==> src/rtl/mem_port_arbiter.sv <==
// mem_port_arbiter: shares one memory port between instruction fetch and MEM-stage data.
// Arbitrates (data first, with a fetch starvation guard), sequences each access
// through ISSUE/WAIT, returns registered one-cycle response pulses, supports
// killing an in-flight fetch and flags memory timeouts (sticky).
// Ports:
//   clk, rst            clock (rising edge), async active-low reset
//   fetch_*             fetch requester: req/addr/kill in, gnt/data/data_valid out
//   data_*              data requester: req/write/addr/wdata/mask in, gnt/rdata/done out
//   mem_*               memory port: enable/cmd/addr/write_data/mask out, load_data/valid in
//   timeout_err         sticky memory timeout flag
module mem_port_arbiter #(
    parameter int unsigned MAX_DATA_STREAK = 4,
    parameter int unsigned TIMEOUT         = 64,
    parameter logic [31:0] NOP_INST        = 32'h0000_0013
) (
    input  logic        clk,
    input  logic        rst,
    input  logic        fetch_req,
    input  logic [31:0] fetch_addr,
    input  logic        fetch_kill,
    output logic        fetch_gnt,
    output logic [31:0] fetch_data,
    output logic        fetch_data_valid,
    input  logic        data_req,
    input  logic        data_write,
    input  logic [31:0] data_addr,
    input  logic [31:0] data_wdata,
    input  logic [3:0]  data_mask,
    output logic        data_gnt,
    output logic [31:0] data_rdata,
    output logic        data_done,
    output logic        mem_enable,
    output logic        mem_cmd,
    output logic [31:0] mem_addr,
    output logic [31:0] mem_write_data,
    output logic [3:0]  mem_mask,
    input  logic [31:0] mem_load_data,
    input  logic        mem_valid,
    output logic        timeout_err
);

    localparam int unsigned SW = $clog2(MAX_DATA_STREAK + 1);
    localparam int unsigned TW = (TIMEOUT > 1) ? $clog2(TIMEOUT) : 1;

    localparam logic [1:0] S_IDLE  = 2'd0;
    localparam logic [1:0] S_ISSUE = 2'd1;
    localparam logic [1:0] S_WAIT  = 2'd2;

    logic [1:0]    state;
    logic [1:0]    state_nxt;
    logic          owner_fetch;
    logic [SW-1:0] streak;
    logic [TW-1:0] tmo_cnt;
    logic          kill_flag;
    logic          force_fetch;
    logic          tmo_hit;
    logic          finish;

    // Fetch is forced once data has won MAX_DATA_STREAK times while fetch waited.
    assign force_fetch = fetch_req && (streak == SW'(MAX_DATA_STREAK));
    assign tmo_hit     = (tmo_cnt == TW'(TIMEOUT - 1));
    assign finish      = (state == S_WAIT) && (mem_valid || tmo_hit);

    // State register
    always_ff @(posedge clk or negedge rst) begin
        if (!rst) begin
            state <= S_IDLE;
        end else begin
            state <= state_nxt;
        end
    end

    // Next state and combinational grants
    always_comb begin
        state_nxt = state;
        fetch_gnt = 1'b0;
        data_gnt  = 1'b0;
        case (state)
            S_IDLE: begin
                if (data_req && !force_fetch) begin
                    data_gnt = 1'b1;
                end else if (fetch_req) begin
                    fetch_gnt = 1'b1;
                end
                if (data_req || fetch_req) begin
                    state_nxt = S_ISSUE;
                end
            end
            S_ISSUE: state_nxt = S_WAIT;
            S_WAIT:  if (mem_valid || tmo_hit) state_nxt = S_IDLE;
            default: state_nxt = S_IDLE;
        endcase
    end

    // Latch the granted command; mem_enable strobes for the ISSUE cycle only
    always_ff @(posedge clk or negedge rst) begin
        if (!rst) begin
            owner_fetch    <= 1'b0;
            mem_enable     <= 1'b0;
            mem_cmd        <= 1'b0;
            mem_addr       <= 32'd0;
            mem_write_data <= 32'd0;
            mem_mask       <= 4'd0;
        end else begin
            mem_enable <= 1'b0;
            if (fetch_gnt) begin
                owner_fetch    <= 1'b1;
                mem_enable     <= 1'b1;
                mem_cmd        <= 1'b0;
                mem_addr       <= fetch_addr;
                mem_write_data <= 32'd0;
                mem_mask       <= 4'd0;
            end else if (data_gnt) begin
                owner_fetch    <= 1'b0;
                mem_enable     <= 1'b1;
                mem_cmd        <= data_write;
                mem_addr       <= data_addr;
                mem_write_data <= data_wdata;
                mem_mask       <= data_mask;
            end
        end
    end

    // Starvation streak and WAIT timeout counters
    always_ff @(posedge clk or negedge rst) begin
        if (!rst) begin
            streak  <= '0;
            tmo_cnt <= '0;
        end else begin
            if (state == S_IDLE) begin
                if (fetch_gnt || !fetch_req) begin
                    streak <= '0;
                end else if (data_gnt && (streak != SW'(MAX_DATA_STREAK))) begin
                    streak <= streak + SW'(1);
                end
            end
            if (state == S_ISSUE) begin
                tmo_cnt <= '0;
            end else if ((state == S_WAIT) && !mem_valid && !tmo_hit) begin
                tmo_cnt <= tmo_cnt + TW'(1);
            end
        end
    end

    // Kill flag covers ISSUE/WAIT of a fetch and clears when the access completes
    always_ff @(posedge clk or negedge rst) begin
        if (!rst) begin
            kill_flag <= 1'b0;
        end else if (finish) begin
            kill_flag <= 1'b0;
        end else if (owner_fetch && (state != S_IDLE) && fetch_kill) begin
            kill_flag <= 1'b1;
        end
    end

    // Registered responses; a kill arriving with the final cycle still suppresses the pulse
    always_ff @(posedge clk or negedge rst) begin
        if (!rst) begin
            fetch_data       <= 32'd0;
            fetch_data_valid <= 1'b0;
            data_rdata       <= 32'd0;
            data_done        <= 1'b0;
            timeout_err      <= 1'b0;
        end else begin
            fetch_data_valid <= 1'b0;
            data_done        <= 1'b0;
            if (finish) begin
                if (owner_fetch) begin
                    if (!(kill_flag || fetch_kill)) begin
                        fetch_data_valid <= 1'b1;
                        fetch_data       <= mem_valid ? mem_load_data : NOP_INST;
                    end
                end else begin
                    data_done  <= 1'b1;
                    data_rdata <= (mem_valid && !mem_cmd) ? mem_load_data : 32'd0;
                end
                if (!mem_valid) begin
                    timeout_err <= 1'b1;
                end
            end
        end
    end

endmodule

==> config.mk <==
export PLATFORM = sky130hd
export DESIGN_NAME = mem_port_arbiter
export DESIGN_NICKNAME = d
export VERILOG_FILES = /design/src/rtl/mem_port_arbiter.sv
export SDC_FILE = /design/constraint.sdc
export NUM_CORES = 1
export LEC_CHECK = 0
export CORE_ASPECT_RATIO = 1.25
export CORE_MARGIN = 2
export CORE_UTILIZATION = 47
export DETAILED_ROUTE_END_ITERATION = 10
export PLACE_DENSITY = 0.87
export SLEW_MARGIN = 20
export SYNTH_ARGS = -nofsm -noshare
export SYNTH_HDL_FRONTEND = slang
export SYNTH_SLANG_ARGS = --single-unit
==> constraint.sdc <==
create_clock -name clk -period 4.1 [get_ports clk]
set_input_delay 0.615 -clock clk [delete_from_list [all_inputs] [get_ports clk]]
set_output_delay 0.615 -clock clk [all_outputs]
set_load 0.02 [all_outputs]
# Word-level counts from Yosys, hierarchy flattened
# Index checks and enable logic that the tools add are counted.
[word_totals]
word_cells = 89
ff_bits = 150
out_inout_bits = 139
[op_classes]
n_eq_ne = 7
addsub = 2
n_bitwise = 3
reduce_logical = 29
muxes = 33
[op_table]
columns = ["op", "count"]
rows = [
  ["$mux 32", 6],
  ["$mux 1", 18],
  ["$mux 6", 2],
  ["$reduce_bool 2->1", 5],
  ["$logic_and 1x1->1", 9],
  ["$mux 4", 2],
  ["$reduce_and 2->1", 4],
  ["$add 6x1->6 const B", 1],
  ["$eq 6x6->1 const B", 1],
  ["$mux 3", 2],
  ["$pmux 2 s3", 1],
  ["$logic_not 1->1", 5],
  ["$logic_or 1x1->1", 4],
  ["$mux 2", 2],
  ["$add 3x1->3 const B", 1],
  ["$eq 3x3->1 const B", 1],
  ["$ne 3x3->1 const B", 1],
  ["$not 1->1", 3],
  ["$reduce_and 3->1", 1],
  ["$eq 2x1->1 const B", 1],
  ["$eq 2x2->1 const B", 1],
  ["$logic_not 2->1", 1],
  ["$ne 2x1->1 const B", 1],
  ["$ne 2x2->1 const B", 1],
]

# Logic depth before layout (Yosys ltp)
[logic_depth]
depth_word = 9
ltp_mapped = 7
depth_no_buf = 5

# Worst setup path before layout
# OpenSTA, ideal clock, no wires.
[synth_timing]
kind = "input to output"
from = "in data_req"
to = "out fetch_gnt"
slack_ps = 2218
arrival_time_ps = 1267
stages = 4
path_buffers = 2
path_cell_list = "a21boi_2 > and3b_1 > buf_6 > buf_6"
[synth_between]
elab_chain_cells = 3
[synth_lines]
columns = ["item", "line_no", "text"]
rows = [
  ["start: declaration", "24", "input logic data_req,"],
  ["$logic_and 1x1->1", "80", "if (data_req && !force_fetch) begin"],
  ["$mux 1", "80", ""],
  ["$mux 1", "78", "case (state)"],
  ["end: declaration", "21", "output logic fetch_gnt,"],
]
# Every way passes these cells.

# Worst setup path after layout
[layout_timing]
from = "reg state[1]"
to = "out fetch_gnt"
[layout_between]
elab_chain_cells = 2
[layout_lines]
columns = ["item", "line_no", "text"]
rows = [
  ["start: declaration", "49", "logic [1:0] state;"],
  ["start signal: assignment", "69", "state <= state_nxt;"],
  ["$logic_not 2->1", "78", ""],
  ["$mux 1", "78", ""],
]
# Every way passes these cells.

==> impl_metrics.env <==
export IMPL_final_hold_violation_count=0
export IMPL_antenna_found_initial=0
export IMPL_final_min_clock_period_ns=3.108
export IMPL_number_of_warnings_printed_during_yosys_synthesis=0
export IMPL_routed_via_density=5.968
export IMPL_timing_setup_critical_path_class="reg -> out"
export IMPL_cts_root_to_sink_buffers=2
export IMPL_vdd_ir_drop_max_uv=498.2
export IMPL_fin_skew_ns=0.01194
export IMPL_global_route_usage_total_pct=26.87
export IMPL_start_util_pct=48.14
export IMPL_drt_total_wl_mm=21.47
export IMPL_cts_root_buffer_cell="sky130_fd_sc_hd__clkbuf_16"
export IMPL_cp_slowest_cell="sky130_fd_sc_hd__clkdlybuf4s50_1"
export IMPL_timing_critical_path_cells="nor2_2, and3b_1, clkdlybuf4s50_1"
export IMPL_setup_violations_final=0
export IMPL_numCtsBuffers=17
export IMPL_power_density_nw_per_um2=742.0
export IMPL_report_final_slew_viol_count=0
export IMPL_post_layout_total_power_uw=7682
export IMPL_pre_cts_slack_ns=1.204
export IMPL_worst_pin_slew_ns=1.075
export IMPL_syn2layout_area_growth_pct=49.29
export IMPL_max_clock_freq_mhz=321.8
export IMPL_nFillCells=1016
export IMPL_drc_violations_left=0
export IMPL_grt_max_degree=104
export IMPL_floorplan_rows=49
export IMPL_first_pass_grt_wire_length_mm=33.72
export IMPL_syn_instance_count=639
export IMPL_netlist_top_cell_by_area="sky130_fd_sc_hd__dfrtp_1"
export IMPL_dp_hpwl_mm=14.51
export IMPL_yosys_cell_types_count=48
export IMPL_worst_ep_required_time_ns=3.48
export IMPL_tritoncts="done"
export IMPL_num_io_pins=278
export IMPL_ctsHtreeMaxLevel=4
export IMPL_core_area_um2=14410
export IMPL_sequential_area_share_after_synthesis_pct=54.12
export IMPL_place_detailed_instances=1046
export IMPL_ys_seq_elements=150
export IMPL_grt_overflow_total=0
export IMPL_maximum_fanout_count_along_the_critical_path=19
export IMPL_cp_start_kind="flop"
export IMPL_hp_class="in -> async"
export IMPL_port_bufs=277
export IMPL_cp_slowest_stage_delay_ns=0.63
export IMPL_postSynthAreaPerCell_um2=10.85
export IMPL_final_nets=1029
export IMPL_netlist_top_cells_area="sky130_fd_sc_hd__dfrtp_1 54%, sky130_fd_sc_hd__o211ai_1 6.8%, sky130_fd_sc_hd__a22o_1 4.7%"
export IMPL_regArea_um2=3754
export IMPL_post_synth_edffs=0
export IMPL_synthArstFlopShare_pct=100.0
export IMPL_cts_hold_repair_buffers=0
export IMPL_place_gp_congestion=0.8190
export IMPL_layout_drive_gt1_share_pct=6.556
export IMPL_finalNonFillerCells=1078
export IMPL_mappedNetlistArea_um2=6935
export IMPL_post_cts_setup_repair_buffer_count=0
export IMPL_worst_slew_margin_rel_pct=28.30
export IMPL_ant_nets=0
export IMPL_yosys_cell_count_top_type="sky130_fd_sc_hd__dfrtp_1"
export IMPL_fin_tns_setup_ns=0
export IMPL_clk_insertion_delay_late_ns=0.42
export IMPL_num_vias=6433
export IMPL_worst_endpoint_arrival_ns=2.49
export IMPL_grt_pass1_vias=6381
export IMPL_cap_violations=0
export IMPL_p_leak_uw=0.004489
export IMPL_ctsResizeCount=0
export IMPL_die_height_um=139.8
export IMPL_1st_iter_drt_viols=654
export IMPL_timing_final_ws_setup_ns=0.9924
export IMPL_full_die_area_um2=15750
export IMPL_drt_pre_antenna_iters=5
export IMPL_finalCritPeriodShare_pct=75.80
export IMPL_diodes=0
export IMPL_area_used_by_multi_input_combinational_logic_um2=2626
export IMPL_yosys_area_top_type_share_pct=54.12
export IMPL_hold_slack_ns=0.3199
export IMPL_worst_setup_path_end_kind="primary output"
export IMPL_synth_top_cells_by_count="150 x sky130_fd_sc_hd__dfrtp_1, 70 x sky130_fd_sc_hd__inv_1, 63 x sky130_fd_sc_hd__o211ai_1"
export IMPL_mappedNetlistNets=781
export IMPL_grt_setup_unrepaired="no"
export IMPL_synth_ff_type="sky130_fd_sc_hd__dfrtp_1"
export IMPL_routed_wire_length_per_instance_um=19.92
export IMPL_fp_dieW_um=112.7
export IMPL_clkSlewWorstSetupHoldPaths_ns=0.07
export IMPL_cts_sinks=150
export IMPL_outcome="finished clean"
-- final timing paths --
| check | from | end | slack, ns | cells past startpoint |
|---|---|---|---|---|
| worst max-delay path | state[1]$_DFFE_PN0P_ | fetch_gnt | 0.99 | 3 |
| worst min-delay path | rst | fetch_data[9]$_DFFE_PN0P_ | 0.32 | 1 |
| worst max register to register | state[1]$_DFFE_PN0P_ | mem_write_data[27]$_DFFE_PN0P_ | 1.66 | 4 |
| worst min register to register | timeout_err$_DFFE_PN0P_ | timeout_err$_DFFE_PN0P_ | 0.49 | 1 |
| max in group asynchronous | rst | data_rdata[26]$_DFFE_PN0P_ | 2.86 | 2 |
| min in group clk | timeout_err$_DFFE_PN0P_ | timeout_err$_DFFE_PN0P_ | 0.49 | 1 |
-- metal layers --
| layer | wire [um] | track usage [%] | part of all wire [%] | up-vias |
|---|---|---|---|---|
| met1 | 8210 | 33.74 | 38 | 3093 |
| met4 | 589 | 10.40 | 2.7 | 0 |
| met2 | 10620 | 44.15 | 49 | 409 |
| met3 | 2046 | 7.404 | 9.5 | 41 |
| met5 | 0 | 0 | 0 | - |
| li1 | - | - | - | 2890 |
-- placed cells by master (no fill, tap or decap), types with 2 or more instances in the layout --
cell	count
sky130_fd_sc_hd__a31oi_1	4
sky130_fd_sc_hd__a311o_1	2
sky130_fd_sc_hd__a21o_1	3
sky130_fd_sc_hd__nor3_1	2
sky130_fd_sc_hd__o211ai_1	63
sky130_fd_sc_hd__inv_6	5
sky130_fd_sc_hd__a2111oi_0	2
sky130_fd_sc_hd__nand4b_1	34
sky130_fd_sc_hd__a22o_1	37
sky130_fd_sc_hd__a21boi_1	5
sky130_fd_sc_hd__nand3_1	30
sky130_fd_sc_hd__o21ai_1	8
sky130_fd_sc_hd__nand2_1	6
sky130_fd_sc_hd__bufinv_16	2
sky130_fd_sc_hd__nand2b_1	2
sky130_fd_sc_hd__dfrtp_1	150
sky130_fd_sc_hd__buf_4	15
sky130_fd_sc_hd__clkinvlp_4	4
sky130_fd_sc_hd__nand4_1	5
sky130_fd_sc_hd__inv_1	70
sky130_fd_sc_hd__o221a_2	3
sky130_fd_sc_hd__and3_1	4
sky130_fd_sc_hd__a21boi_0	27
sky130_fd_sc_hd__clkdlybuf4s50_1	276
sky130_fd_sc_hd__a21oi_1	4
sky130_fd_sc_hd__a221o_1	32
sky130_fd_sc_hd__ha_1	3
sky130_fd_sc_hd__o21ai_0	56
sky130_fd_sc_hd__clkinv_4	2
sky130_fd_sc_hd__and3b_1	3
sky130_fd_sc_hd__clkbuf_16	17
-- through the flow --
stage / util (%) / area, um2
after floorplan: - / 6935
after global routing: 71.86 / 10350
after detailed placement: 67.69 / 9752
after CTS: 71.86 / 10350
final: 71.86 / 10350
after global placement: 67.69 / 9752
-- worst max-delay path: cells and delay by family, from the launching register on --
kind | cells | cell delay, ns
AND/OR/NAND/NOR | 2 | 0.88
buffers and inverters | 1 | 0.63
flip-flops | 1 | 0.56
-- state kept, by name, summed over array words and instances, names as in the netlist --
name	cells
data_done	1
data_rdata	32
fetch_data	32
fetch_data_valid	1
kill_flag	1
mem_addr	32
mem_cmd	1
mem_enable	1
mem_mask	4
mem_write_data	32
owner_fetch	1
state	2
streak	3
timeout_err	1
tmo_cnt	6
-- kinds of logic (layout without fill, tap and decap cells) --
logic type	count (synthesis)	after routing	share of synthesized area [%]
AO/OA/AOI/OAI	254	254	27.28
flip-flops	150	150	54.12
buffers and inverters	133	394	8.262
AND/OR/NAND/NOR	98	98	9.652
adder cells (fa/ha/maj)	3	3	0.5413
multiplexers	1	1	0.1443
-- final cells by class --
type / count / share of cell area (%)
sequential: 150 / 36.25
timing repair buffer: 292 / 27.88
multi-input combinational: 356 / 25.37
clock buffer: 18 / 4.242
inverter: 70 / 2.538
tap: 178 / 2.151
clock inverter: 14 / 1.571
-- where the power goes --
group | internal (uW) | total [uW] | switching (uW)
clock | 929 | 1600 | 669
combinational | 1670 | 3590 | 1920
sequential | 2040 | 2490 | 456
Note: power is estimated with default switching activity, not from simulation.
